--- config.mk ---
export PLATFORM = sky130hd
export DESIGN_NAME = micro_sequencer
export DESIGN_NICKNAME = d
export VERILOG_FILES = /design/src/rtl/micro_sequencer.sv
export SDC_FILE = /design/constraint.sdc
export NUM_CORES = 1
export LEC_CHECK = 0
export ABC_CLOCK_PERIOD_IN_PS = 4960
export BUFFER_PORTS_ARGS = -buffer_cell sky130_fd_sc_hd__buf_2
export CORE_MARGIN = 1.5
export CORE_UTILIZATION = 45
export CTS_CLUSTER_SIZE = 10
export DETAILED_ROUTE_END_ITERATION = 8
export GPL_TIMING_DRIVEN = 0
export PLACE_DENSITY = 0.65
export REMOVE_ABC_BUFFERS = 1
export SYNTH_ARGS = -nofsm -noshare
export SYNTH_HDL_FRONTEND = slang
export SYNTH_SLANG_ARGS = --single-unit
--- constraint.sdc ---
create_clock -name clock -period 4.96 [get_ports clock]
set_input_delay 0.992 -clock clock [delete_from_list [all_inputs] [get_ports clock]]
set_output_delay 0.992 -clock clock [all_outputs]
set_load 0.02 [all_outputs]
--- src/rtl/micro_sequencer.sv ---
// Parametrised Am2910-class microprogram sequencer: 16-opcode next-address
// selection, return stack, loop counter and condition select/polarity.
module micro_sequencer #(
    parameter int ADDR_W      = 11,
    parameter int STACK_DEPTH = 5,
    parameter int NUM_COND    = 8
) (
    input  logic                        clock,
    input  logic                        reset,
    input  logic [3:0]                  instr,
    input  logic [ADDR_W-1:0]           d_in,
    input  logic [ADDR_W-1:0]           map_in,
    input  logic [ADDR_W-1:0]           or_in,
    input  logic                        ccen,
    input  logic [$clog2(NUM_COND)-1:0] cond_sel,
    input  logic                        cond_pol,
    input  logic [NUM_COND-1:0]         cond_in,
    input  logic                        hold,
    output logic [ADDR_W-1:0]           y,
    output logic                        map_oe,
    output logic                        stack_full,
    output logic                        stack_ovf,
    output logic                        stack_unf
);

    localparam int SP_W = $clog2(STACK_DEPTH + 1);
    localparam logic [SP_W-1:0] SP_FULL = SP_W'(STACK_DEPTH);
    localparam logic [SP_W-1:0] SP_LAST = SP_W'(STACK_DEPTH - 1);

    typedef enum logic [3:0] {
        OP_JZ   = 4'd0,  OP_CJS  = 4'd1,  OP_JMAP = 4'd2,  OP_CJP  = 4'd3,
        OP_PUSH = 4'd4,  OP_JSRP = 4'd5,  OP_CJV  = 4'd6,  OP_JRP  = 4'd7,
        OP_RFCT = 4'd8,  OP_RPCT = 4'd9,  OP_CRTN = 4'd10, OP_CJPP = 4'd11,
        OP_LDCT = 4'd12, OP_LOOP = 4'd13, OP_CONT = 4'd14, OP_TWB  = 4'd15
    } op_t;

    typedef enum logic [2:0] {
        SRC_PC, SRC_D, SRC_TOP, SRC_MAP, SRC_CNT, SRC_ZERO
    } src_t;

    logic [ADDR_W-1:0] upc;
    logic [ADDR_W-1:0] cnt;
    logic [ADDR_W-1:0] stack [STACK_DEPTH];
    logic [SP_W-1:0]   sp;

    op_t               op;
    src_t              src;
    logic              cond_bit;
    logic              pass;
    logic              cnt_nz;
    logic              empty;
    logic [ADDR_W-1:0] top;
    logic [ADDR_W-1:0] src_val;
    logic              push;
    logic              pop;
    logic              clear_sp;
    logic              load_cnt;
    logic              dec_cnt;
    logic              top_use;

    assign op         = op_t'(instr);
    assign cnt_nz     = (cnt != '0);
    assign empty      = (sp == '0);
    assign stack_full = (sp == SP_FULL);
    assign top        = empty ? '0 : stack[sp - 1'b1];

    always_comb begin
        cond_bit = 1'b0;
        if (int'(cond_sel) < NUM_COND)
            cond_bit = cond_in[cond_sel];
        pass = ~ccen | (cond_bit ^ cond_pol);
    end

    // Opcode decode: address source plus the single stack/counter action.
    always_comb begin
        src      = SRC_PC;
        push     = 1'b0;
        pop      = 1'b0;
        clear_sp = 1'b0;
        load_cnt = 1'b0;
        dec_cnt  = 1'b0;
        map_oe   = 1'b0;
        unique case (op)
            OP_JZ: begin
                src      = SRC_ZERO;
                clear_sp = 1'b1;
            end
            OP_CJS: begin
                src  = pass ? SRC_D : SRC_PC;
                push = pass;
            end
            OP_JMAP: begin
                src    = SRC_MAP;
                map_oe = 1'b1;
            end
            OP_CJP, OP_CJV: src = pass ? SRC_D : SRC_PC;
            OP_PUSH: begin
                push     = 1'b1;
                load_cnt = pass;
            end
            OP_JSRP: begin
                src  = pass ? SRC_D : SRC_CNT;
                push = 1'b1;
            end
            OP_JRP: src = pass ? SRC_D : SRC_CNT;
            OP_RFCT: begin
                src     = cnt_nz ? SRC_TOP : SRC_PC;
                dec_cnt = cnt_nz;
                pop     = ~cnt_nz;
            end
            OP_RPCT: begin
                src     = cnt_nz ? SRC_D : SRC_PC;
                dec_cnt = cnt_nz;
            end
            OP_CRTN: begin
                src = pass ? SRC_TOP : SRC_PC;
                pop = pass;
            end
            OP_CJPP: begin
                src = pass ? SRC_D : SRC_PC;
                pop = pass;
            end
            OP_LDCT: load_cnt = 1'b1;
            OP_LOOP: begin
                src = pass ? SRC_PC : SRC_TOP;
                pop = pass;
            end
            OP_CONT: src = SRC_PC;
            OP_TWB: begin
                if (pass) begin
                    pop = 1'b1;
                end else if (cnt_nz) begin
                    src     = SRC_TOP;
                    dec_cnt = 1'b1;
                end else begin
                    src = SRC_D;
                    pop = 1'b1;
                end
            end
            default: src = SRC_PC;
        endcase
        top_use = (src == SRC_TOP);
    end

    always_comb begin
        unique case (src)
            SRC_PC:   src_val = upc;
            SRC_D:    src_val = d_in;
            SRC_TOP:  src_val = top;
            SRC_MAP:  src_val = map_in;
            SRC_CNT:  src_val = cnt;
            default:  src_val = '0;
        endcase
        y = reset ? '0 : (src_val | or_in);
    end

    always_ff @(posedge clock or posedge reset) begin
        if (reset) begin
            upc       <= '0;
            cnt       <= '0;
            sp        <= '0;
            stack_ovf <= 1'b0;
            stack_unf <= 1'b0;
        end else if (!hold) begin
            upc <= y + 1'b1;
            if (load_cnt)
                cnt <= d_in;
            else if (dec_cnt)
                cnt <= cnt - 1'b1;
            if (clear_sp)
                sp <= '0;
            else if (push && !stack_full)
                sp <= sp + 1'b1;
            else if (pop && !empty)
                sp <= sp - 1'b1;
            if (push && stack_full)
                stack_ovf <= 1'b1;
            if ((pop || top_use) && empty)
                stack_unf <= 1'b1;
        end
    end

    // Stack storage carries no reset; sp alone defines which entries are live.
    always_ff @(posedge clock) begin
        if (!reset && !hold && push)
            stack[stack_full ? SP_LAST : sp] <= upc;
    end

endmodule
==> summary.txt <==
Final layout
  • Antenna Cells: 0
  • Final Non-Filler Cells: 630
  • Final Core Density: 54.4%
  • Fin nets: 549
  • Layout cell share with drive strength beyond 1: approximately 28%
  • Area added between synthesis and finish: 18.4%

Critical path
  • Critical Path Start Type: input port
  • CP max FO: 10
  • Worst reg2reg path endpoint: upc[10]$_DFFE_PP0N_
  • Crit end category: primary output
  • Setup CP Type: input port to primary output
  • Register-to-register setup slack: 0.96 ns
  • Critical R2R Launch: cnt[7]$_DFFE_PP0P_
  • Worst Path Required: between 3 and 4 ns
  • Reg2Reg Depth: 12
  • Worst EP arrival: a little under 4 ns

Clock network
  • CTS Hold Buffers Added: 0
  • CTS buffer count: 9
  • CTS tree: done
  • Clock transition at path regs: 0.08 ns
  • Root Driver: clkbuf_8
  • Latest clock arrival within the worst-skew pair: between 0.3 and 0.4 ns
  • Htree depth: 3
  • CTS sink cnt: 82
  • Clock buffer depth: 2

Worst hold path
  • Worst hold path type: register to register
  • Hold path depth: 1
  • WHS Endpoint: stack_ovf$_DFFE_PP0P_
  • Worst Hold Launch: stack_ovf$_DFFE_PP0P_

Synthesis
  • Simple-gate share of the synthesized area: about 15%
  • Post-Synth Adder-Cell Area: around 1.9%
  • Yosys warns: 0
  • Post-synth EDFFs: 55
  • Complex-gate fraction of the synthesized area: 16.7%
  • Seq/Total Area, Yosys: 49.8%
  • Top FF cell, synth: edfxtp_1
  • Mux share of post-synthesis cell area: 12.6%
  • Cell count after synthesis: roughly 420
  • Synth unique cells: 70
  • Largest family of logic cells by synthesized area: compound AO/OA/AOI/OAI gates
  • Asr flop ratio synth: 32.9%
  • Seq cells post-synth: approximately 80
  • Mapped Area: approximately 4700 um^2
  • Syn Area/Cell: 11.1 um^2
  • XOR/XNOR share of the synthesized area: 1.31%

Floorplanning
  • Die H: between 100 and 150 um
  • Row count: 37
  • IO Count: 68
  • Die width: between 100 and 150 um
  • Core box area: ~10000 um^2
  • Starting density of the core: a little under half
  • Die area: roughly 11000 um^2

Global routing
  • First-pass GRT wire length: between 15 and 20 mm
  • Largest net degree at the start of global routing: 32
  • Gr usage total: 21.5%
  • Vias in the first global route: 3651
  • Initial antenna violation count: 0
  • Total global routing overflow: 0

Timing
  • RSZ-0062 raised after global routing: yes
  • Tmin final: between 4 and 5 ns
  • Hold Slack: 0.467 ns
  • Worst Tran Pin Value: 1.09 ns
  • Final hold viol count: 0
  • Slew HR: between 20% and 30%
  • Slew Limit Fails: 0
  • Worst setup margin: 0.0449 ns
  • Finish-stage setup viols: 0
  • Max Fclk: 203 MHz
  • Tcrit/Tclk final: 99.1%
  • Skew final: 0.0148 ns

Run status
  • Status: finished clean

Run
  • Number of max-cap violations: 0

Routing
  • Starting DRT DRC Count: 233
  • Via Count: around 3800
  • Antenna-violating nets left: 0
  • Post-route DRC: 0
  • Total wire length: around 12 mm
  • Routed len/inst: ~18 um
  • Via/cell ratio: 5.99
  • DR pass1 iterations: 5

Pwr
  • Peak VDD IR: 407 uV
  • Pwr Total: 2.43 mW
  • Leak pwr: 2.13 nW
  • PwrDens: 439 nW/um^2

Placed design
  • Placement Setup Slack: -0.706 ns
  • Port Buffers: 67
  • Inst Count DP: slightly above 600
  • Hpwl dp: 8.32 mm
  • RePlAce Congestion: about 0.84
-- sequential cells by signal, indices dropped and copies added (netlist names) --
name,count
stack,55
stack_unf,1
cnt,11
sp,3
stack_ovf,1
upc,11
-- cells in the mapped netlist, types with 5 or more instances --
cell type,instances,area share [%]
edfxtp_1,55,35
nor2_1,45,3.6
o21ai_0,41,4.4
dfrtp_1,27,14
nand2_1,24,1.9
mux2i_1,22,4.7
clkbuf_1,18,1.4
a21oi_1,17,1.8
nor3_1,14,1.5
a221oi_1,12,2.2
mux4_2,12,5.8
inv_1,11,0.88
ha_1,7,1.9
and3_1,6,0.80
nand2b_1,6,0.80
nor4_1,6,0.80
xnor2_1,6,1.1
and2_1,5,0.67
o21ai_1,5,0.53
-- stage by stage --
step / instance area [um^2] / TNS (ns)
floorplan: 4570 / 0
global placement: 5080 / -1.76
detailed placement: 5120 / -2.45
CTS: 5380 / 0
global route: 5540 / -0.120
finish: 5540 / 0
-- worst max-delay path, cell delays in order --
cell	delay (ns)
buf_2	0.13
mux2_1	0.32
mux4_2	0.53
mux2_4	0.39
mux2_4	0.35
nor3_4	0.35
buf_4	0.22
and3_1	0.19
o31a_1	0.25
buf_2	0.21
-- layout make-up --
type / instances / area [um^2]
Clock buffer: 9 / 124
Inverter: 11 / 41.3
Fill cell: 913 / 4650
Multi-Input combinational cell: 307 / 2320
Clock inverter: 7 / 105
Timing Repair Buffer: 78 / 445
Tap cell: 136 / 170
Sequential cell: 82 / 2330
-- what timing repair did --
action,in CTS,in global routing
endpoints found under the setup margin,11,10
gates cloned,0,1
setup buffers,0,7
pin swaps,4,4
resized for setup,5,13
-- power breakdown --
group | switching [mW] | leakage (nW) | internal (mW)
clock | 0.269 | 0.113 | 0.292
combinational | 0.479 | 1.19 | 0.404
sequential | 0.147 | 0.825 | 0.842
-- layout by cell type (no fill, tap or decap), types with 12 or more instances in the layout --
cell and instances:
nor2_1 42, dfrtp_1 26, a221oi_1 12, buf_2 67, o21ai_0 40, a21oi_1 17
nand2_1 24, edfxtp_1 55, nor3_1 13, mux2i_1 18, mux4_2 12
-- worst max path at each step --
stage / start / to / slack, ns / cells after the start
final: cond_sel[0] / y[6] / 0.04 / 10
after CTS: cond_sel[0] / y[8] / 0.003 / 10
after floorplan: cond_sel[0] / upc[10]$_DFFE_PP0N_ / 0.17 / 13
after global routing: cond_sel[0] / y[6] / -0.04 / 10
after global placement: cond_sel[0] / y[8] / -0.52 / 10
after detailed placement: cond_sel[0] / y[8] / -0.71 / 10
-- per-layer routing --
layer	global-route usage (%)	up-vias	part of all wire, %
li1	-	1766	-
met1	29.6	1872	45
met2	35.2	124	48
met3	3.99	12	5.8
met4	5.38	0	1.2
met5	0	-	0
-- kinds of logic (layout without fill, tap and decap cells) --
kind of cell | count (synthesis) | count (layout)
adder cells (fa/ha/maj) | 7 | 7
AND/OR/NAND/NOR | 133 | 134
AO/OA/AOI/OAI | 117 | 117
XOR/XNOR | 7 | 7
flip-flops | 82 | 82
buffers and inverters | 35 | 105
multiplexers | 42 | 42
Power figures use the tool's default switching activity.
